--- src/rtl/crypto_pkg.sv ---
// Shared definitions for the modular-arithmetic pipeline stages.
package crypto_pkg;

  localparam int OP_W   = 128;
  localparam int PROD_W = 2 * OP_W;

  // Common control FSM encoding reused by sibling stages.
  typedef enum logic [1:0] {
    IDLE = 2'd0,
    RUN  = 2'd1,
    DONE = 2'd2
  } stage_state_e;

endpackage : crypto_pkg

--- src/rtl/operand_multiplier_if.sv ---
// Operand / product bundle between the requester, the multiplier and the
// downstream remainder stage.
interface operand_multiplier_if #(
  parameter int WIDTH = crypto_pkg::OP_W
) ();

  logic                   start;
  logic [WIDTH-1:0]       x;
  logic [WIDTH-1:0]       y;
  logic [WIDTH-1:0]       modulus_in;
  logic                   busy;
  logic [2*WIDTH-1:0]     product;
  logic                   dividend_valid;
  logic [WIDTH-1:0]       modulus_out;
  logic                   divisor_valid;

  // Requester side: issues operands, observes results.
  modport master (
    output start, x, y, modulus_in,
    input  busy, product, dividend_valid, modulus_out, divisor_valid
  );

  // Multiplier side.
  modport slave (
    input  start, x, y, modulus_in,
    output busy, product, dividend_valid, modulus_out, divisor_valid
  );

endinterface : operand_multiplier_if

--- src/rtl/operand_multiplier_mul_step.sv ---
// One shift-add iteration: conditionally add the multiplicand into the high
// half (keeping the carry), then shift the whole {sum, lo} right by one.
module operand_multiplier_mul_step #(
  parameter int WIDTH = 128
) (
  input  logic [WIDTH-1:0] hi,
  input  logic [WIDTH-1:0] lo,
  input  logic [WIDTH-1:0] mcand,
  output logic [WIDTH-1:0] hi_next,
  output logic [WIDTH-1:0] lo_next
);

  logic [WIDTH:0] sum;

  // Carry bit lands in the top of hi after the shift, so nothing is lost.
  always_comb begin
    sum     = {1'b0, hi} + (lo[0] ? {1'b0, mcand} : '0);
    hi_next = sum[WIDTH:1];
    lo_next = {sum[0], lo[WIDTH-1:1]};
  end

endmodule : operand_multiplier_mul_step

--- src/rtl/operand_multiplier.sv ---
// Sequential shift-add multiplier producing the 2*WIDTH-bit dividend and the
// captured modulus for the remainder stage, with coincident valid pulses.
module operand_multiplier
  import crypto_pkg::*;
#(
  parameter int WIDTH = OP_W
) (
  input  logic                 clk,
  input  logic                 rst,
  operand_multiplier_if.slave  bus
);

  localparam int                CNT_W = (WIDTH > 1) ? $clog2(WIDTH) : 1;
  localparam logic [CNT_W-1:0]  LAST  = CNT_W'(WIDTH - 1);

  stage_state_e     state_q, state_d;
  logic [CNT_W-1:0] cnt_q;
  logic [WIDTH-1:0] hi_q, lo_q, mcand_q, mod_q;
  logic [WIDTH-1:0] hi_step, lo_step;
  logic             valid_q, busy_q;
  logic             load, step;

  operand_multiplier_mul_step #(.WIDTH(WIDTH)) u_mul_step (
    .hi      (hi_q),
    .lo      (lo_q),
    .mcand   (mcand_q),
    .hi_next (hi_step),
    .lo_next (lo_step)
  );

  // Next-state and datapath enables; start outside IDLE is simply ignored.
  always_comb begin
    // NOTE: every output of this block gets a default first so no path leaves it unassigned (no latches).
    state_d = state_q;
    load    = 1'b0;
    step    = 1'b0;
    unique case (state_q)
      IDLE: begin
        if (bus.start) begin
          load    = 1'b1;
          state_d = RUN;
        end
      end
      RUN: begin
        step = 1'b1;
        if (cnt_q == LAST) state_d = DONE;
      end
      DONE:    state_d = IDLE;
      default: state_d = IDLE;
    endcase
  end

  // State, counter, datapath and registered status flags.
  always_ff @(posedge clk) begin
    // NOTE: sequential state uses non-blocking assignments so all registers update from pre-edge values.
    if (rst) begin
      // NOTE: datapath registers are cleared too, because product and modulus_out must read 0 after reset.
      state_q <= IDLE;
      cnt_q   <= '0;
      hi_q    <= '0;
      lo_q    <= '0;
      mcand_q <= '0;
      mod_q   <= '0;
      valid_q <= 1'b0;
      busy_q  <= 1'b0;
    end else begin
      state_q <= state_d;
      busy_q  <= (state_d != IDLE);
      valid_q <= (state_d == DONE);
      if (load) begin
        hi_q    <= '0;
        lo_q    <= bus.y;
        mcand_q <= bus.x;
        mod_q   <= bus.modulus_in;
        cnt_q   <= '0;
      end else if (step) begin
        hi_q    <= hi_step;
        lo_q    <= lo_step;
        cnt_q   <= cnt_q + CNT_W'(1);
      end
    end
  end

  // Both valids come from one register so they can never skew.
  assign bus.product        = {hi_q, lo_q};
  assign bus.modulus_out    = mod_q;
  assign bus.dividend_valid = valid_q;
  assign bus.divisor_valid  = valid_q;
  assign bus.busy           = busy_q;

endmodule : operand_multiplier

--- src/flat_wrapper.sv ---
// flat-port wrapper written by rule: the top's interface ports become plain ports
module operand_multiplier_flat import crypto_pkg::*;
#(
  parameter int WIDTH = OP_W
)
  (clk, rst, bus_start, bus_x, bus_y, bus_modulus_in, bus_busy, bus_product, bus_dividend_valid, bus_modulus_out, bus_divisor_valid);
  operand_multiplier_if #(.WIDTH(WIDTH)) bus_i ();
  input  logic clk;
  input  logic rst;
  input wire logic [$bits(bus_i.start)-1:0] bus_start;
  input wire logic [$bits(bus_i.x)-1:0] bus_x;
  input wire logic [$bits(bus_i.y)-1:0] bus_y;
  input wire logic [$bits(bus_i.modulus_in)-1:0] bus_modulus_in;
  output wire logic [$bits(bus_i.busy)-1:0] bus_busy;
  output wire logic [$bits(bus_i.product)-1:0] bus_product;
  output wire logic [$bits(bus_i.dividend_valid)-1:0] bus_dividend_valid;
  output wire logic [$bits(bus_i.modulus_out)-1:0] bus_modulus_out;
  output wire logic [$bits(bus_i.divisor_valid)-1:0] bus_divisor_valid;
  assign bus_i.start = bus_start;
  assign bus_i.x = bus_x;
  assign bus_i.y = bus_y;
  assign bus_i.modulus_in = bus_modulus_in;
  assign bus_busy = bus_i.busy;
  assign bus_product = bus_i.product;
  assign bus_dividend_valid = bus_i.dividend_valid;
  assign bus_modulus_out = bus_i.modulus_out;
  assign bus_divisor_valid = bus_i.divisor_valid;
  operand_multiplier #(.WIDTH(WIDTH)) u_core (.clk(clk), .rst(rst), .bus(bus_i));
endmodule
--- config.mk ---
export PLATFORM = sky130hd
export DESIGN_NAME = operand_multiplier_flat
export DESIGN_NICKNAME = d
export VERILOG_FILES = /design/src/rtl/crypto_pkg.sv /design/src/rtl/operand_multiplier_if.sv /design/src/rtl/operand_multiplier_mul_step.sv /design/src/rtl/operand_multiplier.sv /design/src/flat_wrapper.sv
export SDC_FILE = /design/constraint.sdc
export NUM_CORES = 1
export LEC_CHECK = 0
export CORE_MARGIN = 2
export CORE_UTILIZATION = 30
export CTS_CLUSTER_DIAMETER = 150
export DETAILED_ROUTE_END_ITERATION = 16
export PLACE_DENSITY = 0.6
export SETUP_SLACK_MARGIN = 0.4
export SYNTH_ARGS = -nofsm -noshare
export SYNTH_HDL_FRONTEND = slang
export SYNTH_HIERARCHICAL = 1
export SYNTH_SLANG_ARGS = --single-unit
--- constraint.sdc ---
create_clock -name clk -period 6.7 [get_ports clk]
set_clock_uncertainty 0.1 [all_clocks]
set_input_delay 1.005 -clock clk [delete_from_list [all_inputs] [get_ports clk]]
set_output_delay 1.005 -clock clk [all_outputs]
set_load 0.02 [all_outputs]
# After elaboration in Yosys (flattened, before gate mapping)
# Cells that the tools add are included.
dict set report word_totals {
  register_bits 523
  in_bits 387
  out_inout_bits 387
}
dict set report op_classes {
  addsub 2
  eq_ne 3
  n_mux 9
  reduce_logical 4
}
# operator n
set op_table {}
lappend op_table {{128-bit 2-to-1 mux} 3}
lappend op_table {{128-bit by 129-bit adder with 129-bit output} 1}
lappend op_table {{7-bit by 1-bit adder with 7-bit output, second input constant} 1}
lappend op_table {{7-bit equality test, second input constant} 1}
lappend op_table {{2-bit 2-to-1 mux} 2}
lappend op_table {{2-bit one-hot mux with 2 select lines} 1}
lappend op_table {{2-bit nonzero test} 2}
lappend op_table {{1-bit 2-to-1 mux} 3}
lappend op_table {{2-bit by 1-bit equality test with 1-bit output, second input constant} 1}
lappend op_table {{2-bit equality test, second input constant} 1}
lappend op_table {{2-bit logical NOT} 1}
lappend op_table {{2-bit OR reduction} 1}

# Longest topological paths before layout
# Gate-level depths: netlist (run 1).
dict set report depth {
  ltp_word 4
  mapped_depth 18
  mapped_depth_nobuf 16
}

# Hierarchy
# Netlist (run 1), hierarchy kept.
# mod n_inst cells_each area_per_inst_um2 seq_area_each_um2
set by_module_without_submodules {}
lappend by_module_without_submodules {operand_multiplier 1 2163 18556.5 10470.0}
lappend by_module_without_submodules {operand_multiplier_mul_step 1 1572 10397.5 0.0}

# Worst setup path before layout (run 1)
# No wires, ideal clock.
dict set report synth_path {
  path_kind {reg2reg}
  startpoint {register u_core.lo_q[0]}
  endpoint {register u_core.hi_q[104]}
  setup_ps 116
  arrival_time_ps 3652
  required_ps 6484
  slack_ps 2832
  path_stages_with_launch 19
  path_buffers 3
  path_cell_list {dfxtp_1 > clkbuf_1 > clkbuf_1 > and2_1 > ha_1 > buf_2 > a21oi_1 > o21ai_0 > a311oi_1 > o31a_1 > and3_1 > a21boi_1 > a31o_2 > a31oi_1 > o21bai_1 > a2111oi_0 > a311oi_1 > nand2_1 > a21oi_1}
}
dict set report synth_between {
  elab_chain_cells 2
}
# element line_no
set synth_rtl {}
lappend synth_rtl {{start: declaration} operand_multiplier.sv:18} ;# logic [WIDTH-1:0] hi_q, lo_q, mcand_q, mod_q;
lappend synth_rtl {{start signal: assignment} operand_multiplier.sv:72} ;# lo_q <= bus.y;
lappend synth_rtl {{start signal: assignment} operand_multiplier.sv:78} ;# lo_q <= lo_step;
lappend synth_rtl {{128-bit 2-to-1 mux} operand_multiplier_mul_step.sv:17} ;# sum = {1'b0, hi} + (lo[0] ? {1'b0, mcand} : '0);
lappend synth_rtl {{128-bit by 129-bit adder with 129-bit output} operand_multiplier_mul_step.sv:17}
lappend synth_rtl {{named net u_core.hi_step[104]} operand_multiplier.sv:19} ;# logic [WIDTH-1:0] hi_step, lo_step;
lappend synth_rtl {{end signal: assignment} operand_multiplier.sv:77} ;# hi_q <= hi_step;
lappend synth_rtl {{end: declaration} operand_multiplier.sv:18}
# The timed path passes the listed nets, and every way through them passes these cells.
# A chain may end at the register's enable or synchronous reset.

# Worst setup path after layout (run 1)
dict set report layout_path {
  startpoint {register u_core.lo_q[0]}
  endpoint {register u_core.hi_q[85]}
}
# The elaborated chain is that of the path after synthesis.

==> out/metrics.csv, run 1 <==
stage,metric,value,unit
clock_network,clock-sinks,523,
global_routing,track_usage,0.230,
die,num_rows,113,
die,start_util,0.304,
timing,setup_violations,0,
worst_setup_path,path_max_fanout,113,
layout,seq_area,0.0105,mm^2
die,die_w,315,um
placed_design,portBuffers,773,
synthesis,syn_avg_cell_area,7.75,um^2
layout,layout-drive-gt1-share,0.0382,
worst_setup_path,cp_slowest_cell,nor4_1,
clock_network,path_clk_slew,0.06,ns
power,pwr-share-seq,0.426,
timing,relSlewSlack,0.0490,
die,die_y,315,um
die,io_pins,774,
die,die_area,0.0990,mm^2
synthesis,seq_area_frac_synth,0.362,
detailed_routing,drt_iter0_drc,2343,
layout,multi_input_area,0.0161,mm^2
worst_setup_path,cpLargestDelayFamily,simple AND/OR/NAND/NOR gates,
timing,hold_viol_final,0,
worst_hold_path,hold_path.class,register to register,
synthesis,synth_edf_count,0,
layout,final_cell_area,0.0383,mm^2
timing,post-route-period-util,0.812,
worst_setup_path,worstSetupPathType,register to register,
power,p_sw,0.00224,W
flow_run,cap_violations,0,
synthesis,synthDistinctLibCells,83,
power,swShare,0.279,
run_status,status,finished clean,
layout,syn_to_final_growth,32.3,%
layout,fill_cells,9868,
detailed_routing,antenna_left,0,
placed_design,hpwlAfterDp,90100,um
global_routing,globalRouteOverflowTotal,0,
placed_design,pre_cts_ws,1.41,ns
synthesis,synthArstFlopShare,0,
synthesis,ys_ff_latch,523,
clock_network,numCtsBuffers,61,
worst_setup_path,crit_chain,and2_1 -> ha_1 -> nand4_1 -> nor4_1 -> a211oi_2 -> o21bai_1 -> a41oi_1 -> o21ai_1 -> a21oi_1 -> xnor2_1 -> nand2_1 -> a21oi_1,
placed_design,place_area,0.0363,mm^2
worst_setup_path,crit_cells,12,
synthesis,synthCells,3735,
worst_setup_path,cpPeakStageDelay,1.27,ns
clock_network,cts_root_buffer,clkbuf_16,
power,leakage,14.2,nW
placed_design,routabilityCongestion,0.973,
layout,fin_util,0.402,
power,p_comb_frac,0.146,
detailed_routing,postRouteWirelength,120000,um
synthesis,postSynthNetCount,4252,
worst_setup_path,timing.rr.end,u_core/hi_q[85]$_SDFFE_PP0P_,
timing,fin_crit,5.44,ns
timing,setup_slack,1.26,ns
placed_design,dpl.cell_count,5395,
worst_setup_path,start_kind,register,
timing,tns,0,ns
worst_setup_path,crit_start,u_core/lo_q[0]$_SDFFE_PP0P_,
detailed_routing,drc,0,
timing,rsz0062_at_grt,false,
layout,nNetsFinal,4710,
worst_setup_path,crit_arrival,5.94,ns
timing,timing.fmax,184,MHz
synthesis,ys_warn_count,6,
clock_network,cts_max_level,2,
worst_setup_path,required,7.20,ns
clock_network,hold_buffers,0,
clock_network,cts_resized,0,
power,intPower,0.00578,W
timing,slew_violations,0,
detailed_routing,post_drt_via_cell_ratio,5.17,
power,power_density,209,mW/mm^2
clock_network,clock_latency,0.68,ns
worst_setup_path,worst_path_most_repeated_cell,a21oi_1,
clock_network,clockBufferDepth,3,
synthesis,synthesis.area,0.0290,mm^2
global_routing,grt_antenna_before_repair,37,
power,clkPwrFrac,0.429,
global_routing,grt_pass1_wl,176000,um
worst_setup_path,setup.worst_path.end_class,register,
synthesis,ys_top_cells_by_area,"dfxtp_1, nand2_1, a21oi_1, ha_1, o2bb2ai_1",
timing,tightestPinTransition,1.41,ns
worst_setup_path,regToRegSetupSlack,1.26,ns
global_routing,first_global_vias,27648,
detailed_routing,wl_per_cell,21.8,um
detailed_routing,first_pass_iters,5,
synthesis,synth_area_leader_cell,dfxtp_1,
worst_setup_path,r2r-start,u_core/lo_q[0]$_SDFFE_PP0P_,
worst_setup_path,path_buf_inv,0,
clock_network,cts_setup_buffers,0,
synthesis,synth_top_cell_area_share,0.362,
power,vdd_drop_max,0.224,mV
worst_setup_path,worst_r2r_path_depth,12,
detailed_routing,vias,28582,
clock_network,cts_tree,done,
global_routing,grt_max_degree,171,
layout,stdcell_count,5524,
die,coreArea,0.0953,mm^2
synthesis,synth_ff_type,dfxtp_1,
worst_setup_path,endpoint,u_core/hi_q[85]$_SDFFE_PP0P_,
## cell type report
cell class	instances	share of cell area
Multi-Input combinational cell	2779	0.421
Sequential cell	523	0.273
Timing Repair Buffer	790	0.207
Clock buffer	96	0.0464
Tap cell	1265	0.0413
Clock inverter	18	0.00640
Inverter	38	0.00372
Antenna cell	15	0.000980
## power by group through the flow
stage | clock network [W] | registers (W) | logic, W
2_1_floorplan | 0 | 0.00355 | 0.000535
3_3_place_gp | 0 | 0.00347 | 0.00117
3_5_place_dp | 0 | 0.00347 | 0.00117
4_1_cts | 0.00354 | 0.00341 | 0.00117
5_1_grt | 0.00364 | 0.00343 | 0.00125
6_report | 0.00344 | 0.00341 | 0.00117
## metrics by stage
step                hold slack [ns]  power (W)
floorplan                     0.332    0.00408
CTS                           0.352    0.00812
detailed placement            0.344    0.00464
global route                  0.364    0.00833
finish                        0.351    0.00802
global placement              0.340    0.00464
## worst min path at each step
stage	endpoint	depth (start not counted)	from
after floorplan	u_core/mcand_q[0]$_SDFFE_PP0P_	2	u_core/mcand_q[0]$_SDFFE_PP0P_
after global placement	u_core/mcand_q[43]$_SDFFE_PP0P_	2	u_core/mcand_q[43]$_SDFFE_PP0P_
after detailed placement	u_core/mcand_q[113]$_SDFFE_PP0P_	2	u_core/mcand_q[113]$_SDFFE_PP0P_
after CTS	u_core/mcand_q[113]$_SDFFE_PP0P_	2	u_core/mcand_q[113]$_SDFFE_PP0P_
after global routing	u_core/bus.modulus_out[88]$_SDFFE_PP0P_	2	u_core/bus.modulus_out[88]$_SDFFE_PP0P_
final	u_core/mcand_q[99]$_SDFFE_PP0P_	2	u_core/mcand_q[99]$_SDFFE_PP0P_
## placed cells by master, fill, tap and decap left out, drive strengths merged, types with 17 or more instances in the layout
master | synthesis | layout
a21oi | 585 | 585
inv | 38 | 40
o21ai | 113 | 113
xor2 | 44 | 44
clkbuf | 130 | 97
nor2 | 95 | 95
a21o | 73 | 73
a22oi | 127 | 127
dfxtp | 523 | 523
buf | 264 | 17
o2bb2ai | 127 | 127
nor3 | 50 | 50
nand4 | 70 | 70
xnor2 | 81 | 81
ha | 129 | 129
and2 | 134 | 134
nand2 | 907 | 907
clkdlybuf4s50 | 0 | 772
o21bai | 49 | 49
## cells in the mapped netlist, types with 15 or more instances
| cell type | instances |
|---|---|
| nand2_1 | 904 |
| a21oi_1 | 571 |
| dfxtp_1 | 523 |
| buf_4 | 139 |
| and2_1 | 134 |
| clkbuf_1 | 130 |
| ha_1 | 129 |
| a22oi_1 | 127 |
| o2bb2ai_1 | 127 |
| buf_2 | 107 |
| o21ai_0 | 101 |
| nor2_1 | 94 |
| xnor2_1 | 81 |
| a21o_1 | 73 |
| nand4_1 | 69 |
| o21bai_1 | 49 |
| nor3_1 | 48 |
| xor2_1 | 44 |
| inv_1 | 38 |
| o21a_1 | 16 |
| nand3_1 | 15 |
## logic make-up (layout without fill, tap and decap cells)
family | Yosys count | after routing | synth area share
compound gates | 1187 | 1187 | 0.258
flops | 523 | 523 | 0.362
fa+ha+maj | 130 | 130 | 0.0564
mux | 2 | 2 | 0.000691
simple gates | 1335 | 1335 | 0.203
xor+xnor | 125 | 125 | 0.0378
other cells | 0 | 15 | 0
buf+inv | 433 | 942 | 0.0825
## routing by layer
metal | up-vias | global-route usage | routed length, um
met2 | 931 | 0.380 | 57100
li1 | 13833 | - | -
met1 | 13610 | 0.284 | 49800
met4 | 14 | 0.0853 | 3730
met5 | - | 0 | 81
met3 | 194 | 0.0672 | 9550
## sequential cells by signal, indices dropped and copies added, names as in the netlist
signal / count
u_core/bus.busy: 1
u_core/state_q: 2
u_core/hi_q: 128
u_core/cnt_q: 7
u_core/lo_q: 128
u_core/mcand_q: 128
u_core/bus.dividend_valid: 1
u_core/bus.modulus_out: 128
## tightest hold or removal path: cells and delay by family, from the launching register on
family,cells,cell delay [ns]
AND/OR/NAND/NOR,1,0.05
AO/OA/AOI/OAI,1,0.05
flip-flops,1,0.30
Power figures use the tool's default switching activity.
==> run 2: changes to the inputs <==
--- a/config.mk
+++ b/config.mk
@@ -9,7 +9,7 @@
 export CORE_UTILIZATION = 30
 export CTS_CLUSTER_DIAMETER = 150
 export DETAILED_ROUTE_END_ITERATION = 16
-export PLACE_DENSITY = 0.6
+export PLACE_DENSITY = 0.62
 export SETUP_SLACK_MARGIN = 0.4
 export SYNTH_ARGS = -nofsm -noshare
 export SYNTH_HDL_FRONTEND = slang
==> constraint.sdc (replaced) <==
create_clock -name clk -period 4.4 [get_ports clk]
set_clock_uncertainty 0.1 [all_clocks]
set_input_delay 0.66 -clock clk [delete_from_list [all_inputs] [get_ports clk]]
set_output_delay 0.66 -clock clk [all_outputs]
set_load 0.02 [all_outputs]
==> run 2 against run 1 <==
Die area is the same. Sequential share of layout area shrank 1.2 points. Clock power grew 60%. Critical endpoint is now u_core/hi_q[115]$_SDFFE_PP0P_.
==> out/metrics.csv, run 2 (synthesized netlist as in run 1, its figures left out) <==
stage,metric,value,unit
run_status,status,finished clean,
layout,layout-drive-gt1-share,0.0901,
detailed_routing,wl_per_cell,21.8,um
global_routing,grt_antenna_before_repair,29,
layout,nNetsFinal,4827,
clock_network,path_clk_slew,0.06,ns
placed_design,pre_cts_ws,-0.0258,ns
timing,hold_viol_final,0,
layout,layout_common_cells,"nand2_1, clkdlybuf4s50_1, a21oi_1, dfxtp_1, and2_1",
flow_run,cap_violations,0,
die,coreArea,0.0953,mm^2
worst_setup_path,crit_chain,buf_12 -> and2_4 -> ha_4 -> fa_2 -> a21o_1 -> nand4_1 -> a32oi_2 -> a211oi_2 -> and3b_1 -> a211oi_2 -> buf_4 -> o41ai_4 -> a311oi_2 -> a211oi_4 -> buf_4 -> a21oi_2 -> xnor2_1 -> nand2_1 -> a21oi_1,
clock_network,numCtsBuffers,66,
global_routing,grt_pass1_wl,179000,um
die,start_util,0.304,
worst_setup_path,required,4.87,ns
detailed_routing,vias,29266,
clock_network,cts_tree,done,
clock_network,clock_latency,0.65,ns
worst_hold_path,hold_path.class,register to register,
global_routing,grt_max_degree,148,
worst_setup_path,start_kind,register,
clock_network,cts_root_buffer,clkbuf_16,
worst_setup_path,crit_start,u_core/lo_q[0]$_SDFFE_PP0P_,
global_routing,track_usage,0.235,
die,die_y,315,um
layout,final_common_cell,nand2_1,
clock_network,cts_max_level,3,
power,pwr-share-seq,0.412,
timing,relSlewSlack,0.264,
worst_setup_path,cpPeakStageDelay,0.45,ns
layout,seq_area,0.0105,mm^2
power,swShare,0.284,
timing,setup_violations,0,
placed_design,hpwlAfterDp,92400,um
detailed_routing,drc,0,
power,leakage,14.9,nW
worst_setup_path,cp_slowest_cell,a311oi_2,
timing,fin_crit,4.11,ns
detailed_routing,post_drt_via_cell_ratio,5.19,
global_routing,first_global_vias,28349,
detailed_routing,antenna_left,0,
power,clkPwrFrac,0.439,
die,io_pins,774,
worst_setup_path,crit_arrival,4.58,ns
layout,syn_to_final_growth,38.5,%
timing,post-route-period-util,0.933,
power,p_comb_frac,0.149,
die,die_w,315,um
detailed_routing,first_pass_iters,5,
power,vdd_drop_max,0.310,mV
layout,fin_util,0.421,
detailed_routing,drt_iter0_drc,2271,
die,die_area,0.0990,mm^2
power,power_density,313,mW/mm^2
placed_design,routabilityCongestion,0.960,
timing,whs,0.350,ns
worst_setup_path,worstSetupPathType,register to register,
timing,rsz0062_at_grt,true,
worst_setup_path,setup.worst_path.end_class,register,
clock_network,clockBufferDepth,3,
clock_network,clock-sinks,523,
timing,setup_slack,0.293,ns
timing,timing.fmax,244,MHz
global_routing,globalRouteOverflowTotal,0,
worst_setup_path,regToRegSetupSlack,0.29,ns
power,intPower,0.00900,W
timing,slew_violations,0,
detailed_routing,postRouteWirelength,123000,um
layout,fill_cells,9761,
worst_hold_path,hp-start,u_core/bus.modulus_out[26]$_SDFFE_PP0P_,
placed_design,portBuffers,773,
timing,tightestPinTransition,1.10,ns
clock_network,hold_buffers,0,
layout,multi_input_area,0.0167,mm^2
power,p_sw,0.00357,W
die,num_rows,113,
worst_setup_path,path_max_fanout,30,
worst_setup_path,r2r-start,u_core/lo_q[0]$_SDFFE_PP0P_,
[run 2: changes by cell type in the layout (fill, tap and decap cells not counted), moves of 8 or more]
| cell | previous run | this run |
|---|---|---|
| a21oi_1 | 571 | 551 |
| a21oi_2 | 14 | 32 |
| buf_12 | 4 | 15 |
| buf_4 | 13 | 108 |
| clkbuf_1 | 23 | 10 |
| ha_1 | 129 | 108 |
| ha_2 | 0 | 16 |
| o21ai_0 | 101 | 89 |
| o21ai_2 | 0 | 8 |
[run 2: final cells by class]
class	instances	share of cell area
clock buffer	86	0.0456
tap	1265	0.0395
sequential	523	0.261
inverter	38	0.00356
antenna	13	0.000812
clock inverter	32	0.00868
timing repair buffer	902	0.224
multi-input combinational	2779	0.417
[run 2: stage by stage]
step | instance area, um^2 | TNS, ns | power, W | cells
3_3_place_gp | 37000 | -0.0261 | 0.00712 | 5482
2_1_floorplan | 29000 | 0 | 0.00622 | 3735
4_1_cts | 39400 | 0 | 0.0127 | 5607
5_1_grt | 40100 | 0 | 0.0130 | 5638
6_report | 40100 | 0 | 0.0126 | 5638
3_5_place_dp | 37000 | -0.0258 | 0.00712 | 5482
[run 2: path summary, 6_finish.rpt]
check                                                          endpoint  cells past startpoint
worst max-delay path                      u_core/hi_q[115]$_SDFFE_PP0P_                     19
worst min-delay path            u_core/bus.modulus_out[26]$_SDFFE_PP0P_                      2
worst max register to register            u_core/hi_q[115]$_SDFFE_PP0P_                     19
worst min register to register  u_core/bus.modulus_out[26]$_SDFFE_PP0P_                      2
[run 2: power by group through the flow]
stage | Clock (W) | Sequential, W | Combinational, W
after global routing | 0.00581 | 0.00521 | 0.00200
final | 0.00552 | 0.00518 | 0.00187
after floorplan | 0 | 0.00540 | 0.000815
after detailed placement | 0 | 0.00527 | 0.00185
after global placement | 0 | 0.00527 | 0.00185
after CTS | 0.00564 | 0.00518 | 0.00186
[run 2: what timing repair did]
item | CTS | global route
cloned | 1 | 2
hold endpoints to repair | 0 | 0
buffers inserted | 6 | 16
setup endpoints to repair | 39 | 51
resized for setup | 31 | 111
pin swaps | 10 | 31
[run 2: critical path: cells and delay by family (launching register included)]
| kind | cells | cell delay, ns |
|---|---|---|
| buffers and inverters | 3 | 0.55 |
| AND/OR/NAND/NOR | 4 | 0.61 |
| adder cells (fa/ha/maj) | 2 | 0.53 |
| AO/OA/AOI/OAI | 9 | 1.69 |
| XOR/XNOR | 1 | 0.12 |
| flip-flops | 1 | 0.39 |
[run 2: per-layer routing]
layer,GRT usage,share of wire,vias to the layer above
met2,0.398,0.48,1037
met5,0,0.000065,-
li1,-,-,14069
met4,0.0806,0.034,2
met3,0.0669,0.079,192
met1,0.285,0.41,13966
==> run 3: changes to the inputs <==
--- a/config.mk
+++ b/config.mk
@@ -9,7 +9,7 @@
 export CORE_UTILIZATION = 30
 export CTS_CLUSTER_DIAMETER = 150
 export DETAILED_ROUTE_END_ITERATION = 16
-export PLACE_DENSITY = 0.62
+export PLACE_DENSITY = 0.6
 export SETUP_SLACK_MARGIN = 0.4
 export SYNTH_ARGS = -nofsm -noshare
 export SYNTH_HDL_FRONTEND = slang
==> constraint.sdc (replaced) <==
create_clock -name clk -period 3.9 [get_ports clk]
set_clock_uncertainty 0.1 [all_clocks]
set_input_delay 0.585 -clock clk [delete_from_list [all_inputs] [get_ports clk]]
set_output_delay 0.585 -clock clk [all_outputs]
set_load 0.02 [all_outputs]
==> run 3 against run 2 <==
The flow now finishes with violations (negative setup slack). Final area is 8.2% higher. Setup slack worse by 0.40 ns. Sequential share of layout area is 2.0 points lower. Critical path depth is 1 lower. Die area stayed put. Via count is 3.2% higher. Worst hold slack worse by 0.0011 ns. Maximum frequency is 2.6% higher. Non-clock buffer count is 240 higher. Clock power is 21% higher. Power is 17% higher. Critical path type unchanged. Critical endpoint unchanged. Largest cell class unchanged. Largest power group unchanged. Highest routed layer unchanged.
==> out/metrics.csv, run 3 (synthesized netlist as in run 1, its figures left out) <==
stage,metric,value,unit
detailed_routing,drt_iter0_drc,2132,
worst_setup_path,setup.worst_path.end_class,register,
power,leakage,16.5,nW
placed_design,hpwlAfterDp,96400,um
run_status,violations,negative setup slack,
power,power_density,339,mW/mm^2
clock_network,path_clk_slew,0.06,ns
placed_design,portBuffers,773,
clock_network,cts_root_buffer,clkbuf_16,
worst_setup_path,path_max_fanout,10,
clock_network,clockBufferDepth,3,
worst_setup_path,required,4.38,ns
die,start_util,0.304,
timing,setup_violations,5,
timing,relSlewSlack,0.284,
power,vdd_drop_max,0.360,mV
timing,timing.fmax,250,MHz
detailed_routing,antenna_left,0,
global_routing,track_usage,0.245,
timing,hold_viol_final,0,
clock_network,hold_buffers,0,
timing,tightestPinTransition,1.07,ns
global_routing,grt_pass1_wl,186000,um
detailed_routing,first_pass_iters,5,
flow_run,cap_violations,0,
layout,nNetsFinal,5067,
timing,whs,0.349,ns
die,die_w,315,um
timing,tns,-0.246,ns
clock_network,cts_tree,done,
clock_network,clock-sinks,523,
global_routing,first_global_vias,29411,
timing,fin_crit,4.00,ns
die,die_y,315,um
global_routing,grt_max_degree,132,
timing,slew_violations,0,
layout,syn_to_final_growth,49.8,%
detailed_routing,postRouteWirelength,128000,um
worst_setup_path,crit_arrival,4.48,ns
placed_design,routabilityCongestion,0.975,
clock_network,numCtsBuffers,66,
detailed_routing,post_drt_via_cell_ratio,5.13,
clock_network,cts_max_level,3,
die,io_pins,774,
die,num_rows,113,
detailed_routing,drc,0,
die,die_area,0.0990,mm^2
layout,final_common_cell,nand2_1,
worst_setup_path,start_kind,register,
clock_network,clock_latency,0.66,ns
run_status,status,"finished, violations left",
detailed_routing,vias,30190,
placed_design,pre_cts_ws,-0.179,ns
die,coreArea,0.0953,mm^2
global_routing,globalRouteOverflowTotal,0,
timing,rsz0062_at_grt,true,
timing,post-route-period-util,1.03,
worst_hold_path,hold_path.class,register to register,
layout,layout_common_cells,"nand2_1, clkdlybuf4s50_1, dfxtp_1, a21oi_1, buf_4",
detailed_routing,wl_per_cell,21.8,um
worst_setup_path,worstSetupPathType,register to register,
global_routing,grt_antenna_before_repair,41,
timing,setup_slack,-0.103,ns
layout,layout-drive-gt1-share,0.175,
==> run 3: final timing paths <==
check	from	cells past startpoint	slack [ns]	to
hold / removal	u_core/mcand_q[99]$_SDFFE_PP0P_	2	0.35	u_core/mcand_q[99]$_SDFFE_PP0P_
setup reg to reg	u_core/lo_q[0]$_SDFFE_PP0P_	18	-0.10	u_core/hi_q[115]$_SDFFE_PP0P_
hold reg to reg	u_core/mcand_q[99]$_SDFFE_PP0P_	2	0.35	u_core/mcand_q[99]$_SDFFE_PP0P_
setup / recovery	u_core/lo_q[0]$_SDFFE_PP0P_	18	-0.10	u_core/hi_q[115]$_SDFFE_PP0P_
==> run 3: area by class of cell <==
class	instances	area [um^2]
multi-input cells	2779	17900
clock inverters	31	483
clock buffers	90	1870
fillers	9582	51900
flip-flops and latches	523	10500
inverters	38	143
well taps	1265	1580
diodes	12	30.0
repair buffers	1142	10800
==> run 3: metrics by stage <==
stage | instance area [um^2] | cells | total power (W) | utilization
final | 43400 | 5880 | 0.0147 | 0.455
after global routing | 43400 | 5879 | 0.0152 | 0.455
after CTS | 42500 | 5845 | 0.0148 | 0.446
after detailed placement | 38800 | 5705 | 0.00804 | 0.408
after global placement | 38800 | 5705 | 0.00804 | 0.408
after floorplan | 29200 | 3735 | 0.00703 | -
==> run 3: worst max-delay path: stages, from the launching register on <==
cell	delay, ns
dfxtp_4	0.38
buf_8	0.15
buf_16	0.15
and2_1	0.14
ha_1	0.31
nand2_2	0.06
or3_4	0.40
nor4_4	0.32
and3b_2	0.26
a211oi_4	0.05
buf_12	0.15
o41ai_4	0.36
a311oi_2	0.21
a211oi_4	0.33
buf_12	0.16
a21oi_2	0.05
xnor2_1	0.14
nand2_1	0.06
a21oi_1	0.15
==> run 3: power breakdown <==
group	internal (W)	leakage [nW]	switching, W
Sequential	0.00562	4.28	0.000202
Clock	0.00401	1.15	0.00267
Combinational	0.00101	11.1	0.00118
==> run 3: repair_timing <==
action	4_1_cts	5_1_grt
gates cloned	2	0
gates resized for setup	243	136
endpoints found under the setup margin	75	82
endpoints found under the hold margin	0	0
pin swaps	66	47
setup buffers	17	23
==> run 3: routing by layer <==
metal / vias up / GRT usage / share of wire / wire length (um)
li1: 14558 / - / - / -
met1: 14462 / 0.288 / 0.40 / 51300
met2: 908 / 0.429 / 0.50 / 63400
met3: 252 / 0.0639 / 0.069 / 8810
met4: 10 / 0.0878 / 0.035 / 4510
met5: - / 0 / 0.00055 / 70
